$ cat src/rtl/fu_alu_exec.sv
// fu_alu_exec: single-lane ALU execution unit with a multi-cycle multiply and a 2-entry CDB output buffer
// Ports: clk, rst (sync active-low) | RS issue: RS_FU_RS_ID, RS_FU_ROBEN, RS_FU_opcode, RS_FU_ALUOP,
// RS_FU_Val1, RS_FU_Val2, RS_FU_Immediate | ROB_FLUSH_Flag squash | CDB: CDB_GRANT in;
// CDB_VALID, CDB_ROBEN, CDB_ROBEN_VAL out | FU_Is_Free back-pressure to the RS
module fu_alu_exec #(
  parameter int MUL_LAT = 3,
  parameter int OUTQ_DEPTH = 2
) (
  input  logic        clk,
  input  logic        rst,
  input  logic [4:0]  RS_FU_RS_ID,
  input  logic [4:0]  RS_FU_ROBEN,
  input  logic [11:0] RS_FU_opcode,
  input  logic [3:0]  RS_FU_ALUOP,
  input  logic [31:0] RS_FU_Val1,
  input  logic [31:0] RS_FU_Val2,
  input  logic [31:0] RS_FU_Immediate,
  input  logic        ROB_FLUSH_Flag,
  input  logic        CDB_GRANT,
  output logic        FU_Is_Free,
  output logic        CDB_VALID,
  output logic [4:0]  CDB_ROBEN,
  output logic [31:0] CDB_ROBEN_VAL
);
  typedef enum logic {IDLE, MUL} state_t;
  state_t      state;
  logic [3:0]  cnt;
  logic [1:0]  count;
  logic        wptr, rptr;
  logic [4:0]  q_rob [2];
  logic [31:0] q_val [2];
  logic [31:0] mul_a, mul_b;
  logic [4:0]  mul_rob;
  logic [31:0] op_b, alu_res, push_val;
  logic [4:0]  push_rob;
  logic        accept, is_mul, mul_done, push, pop;
  logic        unused_bits;
  assign unused_bits = ^RS_FU_opcode[10:0];
  assign FU_Is_Free = state == IDLE && count < 2'(OUTQ_DEPTH) && rst;
  assign accept = RS_FU_RS_ID != '0 && RS_FU_ROBEN != '0 && FU_Is_Free && !ROB_FLUSH_Flag;
  assign op_b = RS_FU_opcode[11] ? RS_FU_Immediate : RS_FU_Val2;
  assign is_mul = RS_FU_ALUOP == 4'd11;
  // completion stalls with cnt held at 1 while the buffer is full
  assign mul_done = state == MUL && cnt == 4'd1 && count != 2'd2;
  // accept implies IDLE, so a single-cycle push and a mul completion never coincide
  assign push = (accept && !is_mul) || mul_done;
  assign push_rob = mul_done ? mul_rob : RS_FU_ROBEN;
  // low 32 bits of the product are identical for signed and unsigned operands
  assign push_val = mul_done ? mul_a * mul_b : alu_res;
  assign CDB_VALID = count != 2'd0;
  assign pop = CDB_GRANT && CDB_VALID;
  assign CDB_ROBEN = CDB_VALID ? q_rob[rptr] : '0;
  assign CDB_ROBEN_VAL = CDB_VALID ? q_val[rptr] : '0;
  always_comb begin
    alu_res = '0;
    case (RS_FU_ALUOP)
      4'd0:  alu_res = RS_FU_Val1 + op_b;
      4'd1:  alu_res = RS_FU_Val1 - op_b;
      4'd2:  alu_res = RS_FU_Val1 & op_b;
      4'd3:  alu_res = RS_FU_Val1 | op_b;
      4'd4:  alu_res = RS_FU_Val1 ^ op_b;
      4'd5:  alu_res = ~(RS_FU_Val1 | op_b);
      4'd6:  alu_res = RS_FU_Val1 << op_b[4:0];
      4'd7:  alu_res = RS_FU_Val1 >> op_b[4:0];
      4'd8:  alu_res = $signed(RS_FU_Val1) >>> op_b[4:0];
      4'd9:  alu_res = {31'd0, $signed(RS_FU_Val1) < $signed(op_b)};
      4'd10: alu_res = {31'd0, RS_FU_Val1 < op_b};
      default: alu_res = '0;
    endcase
  end
  always_ff @(posedge clk) begin
    if (!rst) begin
      state <= IDLE;
      cnt <= '0;
      count <= '0;
      wptr <= 1'b0;
      rptr <= 1'b0;
      mul_a <= '0;
      mul_b <= '0;
      mul_rob <= '0;
    end else if (ROB_FLUSH_Flag) begin
      state <= IDLE;
      cnt <= '0;
      count <= '0;
      wptr <= 1'b0;
      rptr <= 1'b0;
    end else begin
      if (push) begin
        q_rob[wptr] <= push_rob;
        q_val[wptr] <= push_val;
        wptr <= ~wptr;
      end
      if (pop) rptr <= ~rptr;
      count <= count + {1'b0, push} - {1'b0, pop};
      if (accept && is_mul) begin
        state <= MUL;
        cnt <= 4'(MUL_LAT - 1);
        mul_a <= RS_FU_Val1;
        mul_b <= op_b;
        mul_rob <= RS_FU_ROBEN;
      end else if (state == MUL) begin
        if (mul_done) begin
          state <= IDLE;
          cnt <= '0;
        end else if (cnt != 4'd1) cnt <= cnt - 4'd1;
      end
    end
  end
endmodule
$ cat config.mk
export PLATFORM = sky130hd
export DESIGN_NAME = fu_alu_exec
export DESIGN_NICKNAME = d
export VERILOG_FILES = /design/src/rtl/fu_alu_exec.sv
export SDC_FILE = /design/constraint.sdc
export NUM_CORES = 2
export LEC_CHECK = 0
export ABC_AREA = 1
export BUFFER_PORTS_ARGS = -buffer_cell sky130_fd_sc_hd__buf_4
export CAP_MARGIN = 20
export CORE_MARGIN = 10
export CORE_UTILIZATION = 70
export CTS_CLUSTER_SIZE = 8
export DETAILED_ROUTE_END_ITERATION = 8
export GPL_TIMING_DRIVEN = 1
export PLACE_DENSITY = 0.95
export SETUP_SLACK_MARGIN = 0.15
export SLEW_MARGIN = 20
export SYNTH_ARGS = -nofsm -noshare
export SYNTH_HDL_FRONTEND = slang
export SYNTH_SLANG_ARGS = --single-unit
$ cat constraint.sdc
create_clock -name clk -period 12.5 [get_ports clk]
set_input_delay 0.625 -clock clk [delete_from_list [all_inputs] [get_ports clk]]
set_output_delay 0.625 -clock clk [all_outputs]
set_load 0.005 [all_outputs]
==> impl_metrics.json <==
{
  "fin_crit_ns": 8.01,
  "area_growth_pct": 6.02,
  "drive_gt1_frac": 0.0649,
  "crit_path_start_kind": "flip-flop",
  "finalCritPeriodShare": 0.640,
  "reg2regPathDepth": 25,
  "initial_utilization": 0.704,
  "overflow": 0,
  "clock_latency_ns": 0.46,
  "drv_cap": 0,
  "mostFrequentLayoutCell": "nand2_1",
  "yosysSeqAreaShare": 0.117,
  "portBuffers": 153,
  "die_area_um2": 55700,
  "finalHoldViolCount": 0,
  "syn_area_um2": 32600,
  "rsz0062_at_grt": "false",
  "layout.cells.non_filler": 5525,
  "place_inst": 5492,
  "grt_use_total": 0.464,
  "synth_area_per_cell_um2": 6.65,
  "drtIter0Drc": 6010,
  "p_leak_nw": 19.7,
  "grt_start_max_net_pins": 116,
  "detailed_place_hpwl_um": 101000,
  "drc": 2,
  "pre_cts_ws_ns": 4.85,
  "detail-route-antenna-nets": 0,
  "cp_max_fo": 19,
  "wl_um": 131000,
  "finalClockSkew_ns": 0.0138,
  "cellPowerDensity_nw_per_um2": 51.7,
  "ys.warnings.count": 0,
  "synth_seq_cells": 153,
  "antenna_found_initial": 0,
  "cts_sinks": 153,
  "dieHeight_um": 236,
  "viasPerCell": 6.42,
  "firstDrtPassIters": 9,
  "drv_slew": 0,
  "h-tree-depth": 4,
  "cts_buffers": 17,
  "critPathCaptureType": "flip-flop",
  "hold_path.class": "input pin to flip-flop",
  "dr_total_vias": 35400,
  "cts_setup_buffers": 0,
  "final_util": 0.747,
  "hold_depth": 3,
  "postCtsResizedCells": 0,
  "ys_types": 53,
  "globalplace.congestion": 1.10,
  "ys_async_sr_fraction": 0,
  "peakVddDrop_mv": 0.103,
  "clockBufferDepth": 2,
  "cts_hold_buf": 0,
  "mostFrequentLayoutCells": "nand2_1 (1,440), inv_1 (1,015), fa_1 (410), nand3_1 (268)",
  "ioPinCount": 165,
  "wl_per_cell_um": 23.8,
  "cts-root-buf": "clkbuf_16",
  "multi_input_area_um2": 24000,
  "clock.fmax_ghz": 0.125,
  "cts_tree": "yes",
  "die_w_um": 236,
  "grt_first_pass_wirelength_um": 200000,
  "clk_pin_slew_ns": 0.07,
  "fill_cells": 3426,
  "grt_pass1_vias": 35600,
  "rows": 79,
  "core_um2": 46400,
  "worstPathArrival_ns": 8.18,
  "tns_ns": 0,
  "violations": "DRC",
  "syn_inst": 4913,
  "crit_type": "flip-flop to flip-flop",
  "nets": 5664,
  "worst_ep_required_time_ns": 12.67,
  "setup_violations": 0,
  "synth-edff-count": 74,
  "seqCellArea_um2": 3810,
  "worst_slew_pin_slew_ns": 1.36,
  "timing.hold.ws_ns": 0.441,
  "status": "finished, violations left",
  "relSlewSlack": 0.0852,
  "ys.flop_type": "dfxtp_1",
  "setup_ws_ns": 4.49,
  "syn_nets": 5673
}
## per-layer routing
metal  global-route usage  wire (µm)  up-vias
met5                    0          0        -
met4                0.347      11900        0
met3                0.184      22000      916
met2                0.671      54800     3299
met1                0.550      42600    16100
li1                     -          -    15100
## logic make-up after synthesis
logic type | Yosys count | share of synthesized area
AO/OA/AOI/OAI | 747 | 0.127
multiplexers | 4 | 0.00123
flip-flops | 153 | 0.117
buffers and inverters | 1272 | 0.151
adder cells (fa/ha/maj) | 634 | 0.337
AND/OR/NAND/NOR | 2075 | 0.260
XOR/XNOR | 28 | 0.00751
## registers in the layout (all words and copies together) (netlist names), named ones only
name / cells
count: 2
wptr: 1
rptr: 1
cnt: 4
mul_rob: 5
state: 1
q_rob: 10
mul_b: 32
q_val: 64
mul_a: 32
## worst max-delay path: stages (launching register included)
cell and delay [ns]:
dfxtp_1 1.11, nand2_1 0.18, inv_1 0.29, fa_1 0.26, inv_1 0.07, fa_1 0.54
fa_1 0.55, fa_1 0.59, inv_1 0.06, fa_1 0.50, inv_1 0.06, fa_1 0.54
inv_1 0.05, fa_1 0.51, fa_1 0.45, ha_1 0.40, nand2_1 0.15, nor2_1 0.25
inv_1 0.06, o21ai_0 0.29, nand2_1 0.12, nand3_1 0.16, a21oi_1 0.11, xor2_1 0.15
nand2_1 0.11, nand2_1 0.16
## synth_stat cells, types with 5 or more instances
master / count / share of area
buf_4: 8 / 0.0018
edfxtp_1: 74 / 0.068
or2_1: 6 / 0.0011
or2_2: 32 / 0.0061
nor2_1: 225 / 0.026
nand3b_1: 13 / 0.0030
xnor2_1: 11 / 0.0030
buf_2: 48 / 0.0074
nor4_1: 6 / 0.0011
clkbuf_1: 156 / 0.018
nand3_1: 268 / 0.041
o21ai_1: 76 / 0.012
a21boi_0: 9 / 0.0021
buf_6: 6 / 0.0021
inv_2: 11 / 0.0013
ha_1: 224 / 0.086
nand2_2: 8 / 0.0015
nand2_1: 1440 / 0.17
a31oi_1: 8 / 0.0015
a21o_1: 11 / 0.0025
o21bai_1: 17 / 0.0039
o21a_1: 5 / 0.0011
a21oi_1: 256 / 0.039
nor3_1: 26 / 0.0040
a221oi_1: 14 / 0.0038
a211oi_1: 21 / 0.0048
buf_1: 21 / 0.0024
xor2_1: 17 / 0.0046
o211ai_1: 24 / 0.0055
dfxtp_1: 79 / 0.048
inv_1: 1015 / 0.12
nand4_1: 40 / 0.0077
o21ai_0: 258 / 0.040
fa_1: 410 / 0.25
o22ai_1: 27 / 0.0052
## per-stage QoR
| step | power [mW] | instance area, µm² |
|---|---|---|
| floorplan | 0.972 | 32600 |
| CTS | 1.74 | 34600 |
| finish | 1.79 | 34600 |
| global route | 1.85 | 34600 |
| global placement | 1.22 | 34000 |
| detailed placement | 1.22 | 34000 |
## area by class of cell
type                            instances  area share
Multi-Input combinational cell       3488       0.693
Inverter                             1030       0.112
Sequential cell                       153       0.110
Timing Repair Buffer                  214      0.0464
Tap cell                              607      0.0219
Clock buffer                           17      0.0123
Clock inverter                         15     0.00463
Antenna cell                            1   0.0000723
## where the power goes
part,total (mW),switching (mW),internal [mW]
clock network,0.530,0.248,0.282
registers,0.551,0.0131,0.538
logic,0.708,0.511,0.197
total,1.79,0.773,1.02
## path summary, 6_finish.rpt
path / from / to / slack (ns)
setup / recovery: mul_a[14]$_SDFFE_PN0P_ / q_val[0][29]$_DFFE_PP_ / 4.49
hold reg to reg: mul_b[4]$_SDFFE_PN0P_ / mul_b[4]$_SDFFE_PN0P_ / 0.49
hold / removal: RS_FU_ROBEN[3] / mul_rob[3]$_SDFFE_PN0P_ / 0.44
setup reg to reg: mul_a[14]$_SDFFE_PN0P_ / q_val[0][29]$_DFFE_PP_ / 4.49
(Power assumes the default switching activity.)
